## src/rtl/ripple_compare.sv

```systemverilog
// Registered magnitude comparator built on an explicit ripple-borrow subtractor chain.
// Define RIPPLE_SIGNED_EN to make out_q1 a two's-complement signed less-than.

module ripple_fsub_cell (
    input  logic a,
    input  logic b,
    input  logic bin,
    output logic diff,
    output logic bout
);

    assign diff = a ^ b ^ bin;
    assign bout = (~a & b) | (~(a ^ b) & bin);

endmodule

module ripple_compare #(
    parameter int WIDTH = 32
) (
    input  logic             clk,
    input  logic             reset,
    input  logic [WIDTH-1:0] in_a,
    input  logic [WIDTH-1:0] in_b,
    output logic             out_q1,
    output logic             out_q2
);

    logic [WIDTH:0]   bor;
    logic [WIDTH-1:0] diff;
    logic             lt_comb;
    logic             eq_comb;

    assign bor[0] = 1'b0;

    // Borrow ripples strictly LSB to MSB through one cell per bit.
    for (genvar i = 0; i < WIDTH; i++) begin : g_chain
        ripple_fsub_cell u_cell (
            .a    (in_a[i]),
            .b    (in_b[i]),
            .bin  (bor[i]),
            .diff (diff[i]),
            .bout (bor[i+1])
        );
    end

`ifdef RIPPLE_SIGNED_EN
    // Differing sign bits decide directly; otherwise the unsigned borrow is correct.
    assign lt_comb = (in_a[WIDTH-1] ^ in_b[WIDTH-1]) ? in_a[WIDTH-1] : bor[WIDTH];
`else
    assign lt_comb = bor[WIDTH];
`endif

    assign eq_comb = ~|diff;

    always_ff @(posedge clk) begin
        if (reset) begin
            out_q1 <= 1'b0;
            out_q2 <= 1'b0;
        end else begin
            out_q1 <= lt_comb;
            out_q2 <= eq_comb;
        end
    end

endmodule

```

## config.mk

```make
export PLATFORM = sky130hd
export DESIGN_NAME = ripple_compare
export DESIGN_NICKNAME = d
export VERILOG_FILES = /design/src/rtl/ripple_compare.sv
export SDC_FILE = /design/constraint.sdc
export NUM_CORES = 1
export LEC_CHECK = 0
export ABC_CLOCK_PERIOD_IN_PS = 41000
export BUFFER_PORTS_ARGS = -buffer_cell sky130_fd_sc_hd__buf_2
export CAP_MARGIN = 30
export CORE_UTILIZATION = 43
export CTS_CLUSTER_SIZE = 12
export DETAILED_ROUTE_END_ITERATION = 12
export PLACE_DENSITY_LB_ADDON = 0.08
export REMOVE_ABC_BUFFERS = 1
export SYNTH_ARGS = -nofsm -noshare
export SYNTH_HDL_FRONTEND = slang
export SYNTH_SLANG_ARGS = --single-unit
```

## constraint.sdc

```tcl
create_clock -name clk -period 41 [get_ports clk]
set_input_delay 4.1 -clock clk [delete_from_list [all_inputs] [get_ports clk]]
set_output_delay 4.1 -clock clk [all_outputs]
set_load 0.02 [all_outputs]
```

==> run summary, run 1 <==
The run gives 786 as the number of global-route vias before repair. After layout, the minimum clock period comes to 17.17 ns. Detailed placement ended at an HPWL of 1.85 mm. The critical path is of the in2reg type. The finished layout holds 179 standard cells, fillers aside.

Wires add up to 1.90 mm. After clock tree synthesis, the clock-pin slew on the worst setup and hold paths is 0.03 ns. After detailed routing, the number of remaining DRC violations is 0.

The final count of pins violating max slew came out at 0. The number of synthesized register bits came out at 2. Tracing the worst setup path back leads to its startpoint at in_a[0]. Root buffer selected by CTS: clkbuf_4. The congestion estimate from routability-driven global placement came to 0.672. In this run, post-CTS hold repair placed 0 buffers.

In the final routed layout, each cell accounts on average for 10.6 microns. The overall track demand over capacity in global routing is 0.205, and the delay of the slowest cell on the worst path is 0.43 ns. The number of design-rule violations left by the first detailed-router iteration was 2. The tools report the endpoint of the most critical setup path as out_q2$_SDFF_PP0_.

The clock passes through at most 2 buffers. The number of vias per cell after detailed routing came out at 4.36. The total iterations of the first detailed-routing run came out at 3. The run gives 82 as the gate count of the mapped netlist.

By area the synthesized netlist is led by fa_1 69%, inv_1 15%, dfxtp_1 4.5%. For the number of buffers inserted during clock tree synthesis, the log shows 3. The biggest area contributor in the post-synthesis netlist is fa_1. Initial cell density of the core: 0.455. By count the netlist is led by 35 x inv_1, 31 x fa_1, 4 x nand4_1. The area fraction of the dominant cell type after synthesis is 0.695. The worst hold path belongs to the class in2reg.

Setup repair after global routing left no endpoint under its margin. For the number of antenna violations at the first check in global routing, the log shows 0. 0 antenna diodes ended up in the layout.

The slowest stage of the critical path belongs to the cell fa_1. The floorplan die height was 47.6 microns. The region available for standard cell placement spans 1960 sq um.

The run gives 68 as the I/O pin count. The average footprint of a synthesized cell is 10.9 sq um. Counting every sink on the clock net gives 2.

Global routing finished with a remaining overflow of 0. The wire length of the first global-routing pass was 3.11 mm. At the pin with the least slew margin, the transition time is 0.122 ns.

The synthesized netlist occupies a cell area of 893 sq um. Element type at the critical path start: an input pin. Maximum ir drop on the vdd rail: 0.00000762 V. For the worst setup path, the data required time is 41.16 ns.

The tools report the achievable clock frequency as 0.0583 GHz. The run finished with clean final reports. The largest driver fanout on the critical path came out at 1. The count of flip-flops with a built-in enable after synthesis is 0, and the ratio of cells with drive above 1 in the final layout is 0.467.

The analysis attributes to cell leakage a power of 0.727 nW. The overall die area was 2260 sq um; the normalized max-slew margin was 0.918. The run gives 3 as the largest net degree at the start of global routing. For this block, the via count after detailed routing is 780.

The most used flip-flop cell after synthesis is dfxtp_1. For the count of antenna-violating nets left after detailed routing, the log shows 0. Maximum level of the CTS H-tree: 1.

TritonCTS built the clock tree. The tools report the count of yosys warnings during synthesis as 0. The post-layout net count is 252, and the count of unique library cells instantiated by Yosys is 11.

inv_1 is the most common cell in the netlist. Critical path arrival: 17.33 ns. The share of synthesized flip-flops with an asynchronous set or reset works out to 0. The quantity of gates resized following cts was 0; the total of endpoints with negative setup slack in the final report was 0.

The final cycle utilization of the critical path works out to 0.419. STA classifies the critical path endpoint as a flip-flop. The placement row count is 16. Among the stages of the critical path, the cell type that occurs most often is fa_1. The post-route setup TNS was 0 ns; the count of final hold-check violations was 0. From left edge to right edge, the die measures 47.6 microns. From synthesis to final layout, the design area changed by 43.8%. In this run the power density over the cells is 15.2 nW/um^2. Max-cap violations in this run came to 0. Buffers placed on the I/O ports in this run total 67. After detailed placement, the design holds a cell count of 176. The post-CTS setup buffer count came out at 0. The tools report the sequential fraction of the synthesis area as 0.0448.
## placed cells by master, fill, tap and decap left out
cell type | synthesis | final
clkbuf_4 | 0 | 3
nor3_2 | 1 | 1
inv_1 | 35 | 35
nor2_1 | 1 | 1
nand2_1 | 1 | 1
nand4b_1 | 3 | 3
or4_1 | 2 | 2
dfxtp_1 | 2 | 2
buf_2 | 0 | 67
nand4_1 | 4 | 4
ha_1 | 1 | 1
nand3_1 | 1 | 1
fa_1 | 31 | 31
## area by class of cell
type / instances / area, sq um
clock buffers: 3 / 22.5
flip-flops and latches: 2 / 40.0
multi-input cells: 45 / 722
inverters: 35 / 131
fillers: 182 / 677
repair buffers: 67 / 335
well taps: 27 / 33.8
## kinds of logic after synthesis
kind of cell,share of synthesized area
fa+ha+maj,0.709
simple gates,0.0994
flops,0.0448
buf+inv,0.147
## stage by stage
step | util | power (mW) | hold WS, ns | worst slack [ns] | area (sq um)
global route | 0.655 | 0.0224 | 4.05 | 23.34 | 1280
floorplan | - | 0.00902 | 4.17 | 24.25 | 893
global placement | 0.643 | 0.0145 | 4.28 | 23.81 | 1260
detailed placement | 0.643 | 0.0152 | 4.28 | 23.57 | 1260
finish | 0.655 | 0.0196 | 4.05 | 23.83 | 1280
CTS | 0.655 | 0.0200 | 4.04 | 23.76 | 1280
## worst min-delay path by stage
stage / startpoint / end / slack (ns) / cells after the start
after floorplan: reset / out_q1$_SDFF_PP0_ / 4.17 / 1
after global placement: reset / out_q1$_SDFF_PP0_ / 4.28 / 2
after detailed placement: reset / out_q1$_SDFF_PP0_ / 4.28 / 2
after CTS: reset / out_q1$_SDFF_PP0_ / 4.04 / 2
after global routing: reset / out_q1$_SDFF_PP0_ / 4.05 / 2
final: reset / out_q1$_SDFF_PP0_ / 4.05 / 2
## worst max-delay path, delay by kind of cell
| family | cells | cell delay (ns) |
|---|---|---|
| fa+ha+maj | 32 | 12.18 |
| buf+inv | 5 | 0.29 |
| simple gates | 3 | 0.72 |
## where the power goes
| part | internal [mW] | switching, mW | leakage (nW) |
|---|---|---|---|
| clock network | 0.00325 | 0.00135 | 0.0138 |
| logic | 0.00665 | 0.00625 | 0.696 |
| registers | 0.00204 | 0.0000119 | 0.0164 |
## sequential cells by signal, summed over array words and instances (netlist names)
| signal | cells |
|---|---|
| out_q2 | 1 |
| out_q1 | 1 |
## per-layer routing
layer | global-route usage | vias to the layer above | part of all wire
li1 | - | 372 | -
met1 | 0.249 | 366 | 0.36
met2 | 0.384 | 40 | 0.56
met3 | 0.0151 | 2 | 0.073
met4 | 0.0667 | 0 | 0.0063
met5 | 0 | - | 0
Note: power is estimated with default switching activity, not from simulation.
==> run 2, diff against run 1 <==
--- a/config.mk
+++ b/config.mk
@@ -5,10 +5,10 @@
 export SDC_FILE = /design/constraint.sdc
 export NUM_CORES = 1
 export LEC_CHECK = 0
-export ABC_CLOCK_PERIOD_IN_PS = 41000
+export ABC_CLOCK_PERIOD_IN_PS = 14700
 export BUFFER_PORTS_ARGS = -buffer_cell sky130_fd_sc_hd__buf_2
 export CAP_MARGIN = 30
-export CORE_UTILIZATION = 43
+export CORE_UTILIZATION = 36
 export CTS_CLUSTER_SIZE = 12
 export DETAILED_ROUTE_END_ITERATION = 12
 export PLACE_DENSITY_LB_ADDON = 0.08
==> constraint.sdc (replaced) <==
create_clock -name clk -period 14.7 [get_ports clk]
set_input_delay 1.47 -clock clk [delete_from_list [all_inputs] [get_ports clk]]
set_output_delay 1.47 -clock clk [all_outputs]
set_load 0.02 [all_outputs]
==> run 2 against run 1 <==
Global-route usage decreased by 5.0 points; utilization decreased by 8.2 points; non-clock buffer count unchanged; worst setup slack worse by 23 ns; count of clock-buffer cells in the layout unchanged; flip-flop and latch count is the same.
==> run summary, run 2 (synthesized netlist as in run 1, its figures left out) <==
The HPWL after detailed placement is 1.78 mm. In this run the tool buffered the top-level ports with 67 buffer cells. The maximum level of the CTS H-tree was 1; the number of antenna violations at the first check in global routing was 0. The count of hold buffers inserted by post-cts repair is 0, and the sum of routed wire length over all layers is 1.76 mm. The final count of pins violating max slew was 0.

The cell repeated most along the worst path is fa_1. Including well taps, the total number of placed cells is 177. Entering global routing, the biggest net connects 3 pins. The number of antenna diodes in the final layout is 0. Once detail routing completed, the nets flagged for antenna violations numbered 0.

Using the TritonRoute via totals, the vias-per-cell ratio works out to 4.19. The initial cell density of the core was 0.393. The run gives 0 as the count of final hold-check violations.

TritonCTS built the clock tree. Across the run, the number of max-cap violations was 0. The number of fillers in the final layout is 223. The logs give 17 for the placement row count and 0 for the total of endpoints with negative setup slack in the final report. The critical path arrival is 14.31 ns.

Setup repair after global routing left no endpoint under its margin. The normalized max-slew margin was 0.927. The path class of the tightest hold or removal check is in2reg. The largest driver fanout on the critical path is 1, and the leakage dissipation is 0.721 nW.

In this run the cell area measured after placement is 1260 sq um. Final design utilization: 0.573. In this run, post-CTS repair resized a total of 0 instances.

Total congestion overflow: 0. The root buffer cell chosen for the clock tree is clkbuf_4. The power per cell area works out to 41.0 nW/um^2. The clock passes through at most 2 buffers. The flow ran to the end, and the final reports show no timing, DRC or antenna violations. The logs give 0.154 for the overall track demand over capacity in global routing and 2280 sq um for the core area. The floorplan step set the die width to 51.8 microns. The routability congestion estimate from global placement was 0.633.

The element type at the critical path end is a flip-flop. The post-detailed-route DRC marker count is 0. The die covers 2680 sq um.

The critical path class is in2reg. The clock transition at the registers of the reported paths came out at 0.03 ns. The post-route setup TNS came out at 0 ns. The most common cell after layout, fill and taps aside was buf_2. The pre-antenna-repair detailed-routing pass consisted of 2 iterations. The final cycle utilization of the critical path is 0.963, and the number of standard cells in the final layout excluding fillers is 180. In the layout the commonest cells are 67 x buf_2, 35 x inv_1, 24 x fa_1. The largest registers in the layout are out_q1: 1 flops, out_q2: 1 flops. The floorplan die height came out at 51.8 microns. Based on the critical path, the design can be clocked at up to 0.0706 GHz.

The transition time at the pin with the least slew margin is 0.109 ns, and the per-cell routed wire length is 9.76 microns. The logs give 833 for the number of global-route vias before repair and 1300 sq um for the final cell area excluding filler cells. The tools report the number of design-rule violations left by the first detailed-router iteration as 2. CTS saw 2 sinks.

The worst setup path is launched from an input pin. At the end of the flow, the number of nets in the layout was 252. Layout-stage area growth over the synthesis result: 45.9%. The largest single stage delay on the critical path is 0.42 ns. The ratio of cells with drive above 1 in the final layout came out at 0.513. Number of buffers inserted during clock tree synthesis: 3.

The slowest cell on the critical path is or4_1. The smallest clock period supported by the final layout is computed as 14.16 ns. The overall via count from detail_route came out at 755. 68 I/O pins were placed.

The maximum ir drop on the vdd rail was 0.0000227 V; the post-CTS setup buffer count was 0. Data on the critical path is required at its endpoint by 14.85 ns. The wire length of the first global-routing pass was 3.03 mm.
## run 2: worst max-delay path: cells and delay by family
| kind | cells | cell delay (ns) |
|---|---|---|
| adders and majority gates | 32 | 11.78 |
| and+or+nand+nor | 3 | 0.75 |
| buffers and inverters | 5 | 0.30 |
## run 2: worst paths after layout
check,startpoint,slack (ns),end,cells after the start
min,reset,1.44,out_q1$_SDFF_PP0_,2
max,in_a[0],0.54,out_q2$_SDFF_PP0_,40
## run 2: area by class of cell
type	instances	area [sq um]	area share
multi-input cells	45	739	0.567
repair buffers	67	335	0.257
inverters	35	131	0.101
flip-flops and latches	2	40.0	0.0307
well taps	28	35.0	0.0269
clock buffers	3	22.5	0.0173
## run 2: metrics by stage
stage,hold slack [ns],setup WS (ns),total power [mW]
finish,1.44,0.545,0.0534
global route,1.43,0.0350,0.0612
CTS,1.43,0.140,0.0543
detailed placement,1.66,-0.0917,0.0417
global placement,1.65,0.0238,0.0409
floorplan,1.54,0.584,0.0252
## run 2: layer usage
layer	vias up	share of wire	global-route usage	wire [microns]
met1	344	0.41	0.196	716
met5	-	0	0	0
met2	38	0.52	0.273	905
met4	0	0	0.0405	0
met3	0	0.077	0.0234	135
li1	373	-	-	-
## run 2: report_power, final
group	total, mW	switching (mW)	internal (mW)
clock network	0.0121	0.00313	0.00901
registers	0.00573	0.0000417	0.00569
logic	0.0355	0.0169	0.0186
total	0.0534	0.0201	0.0333
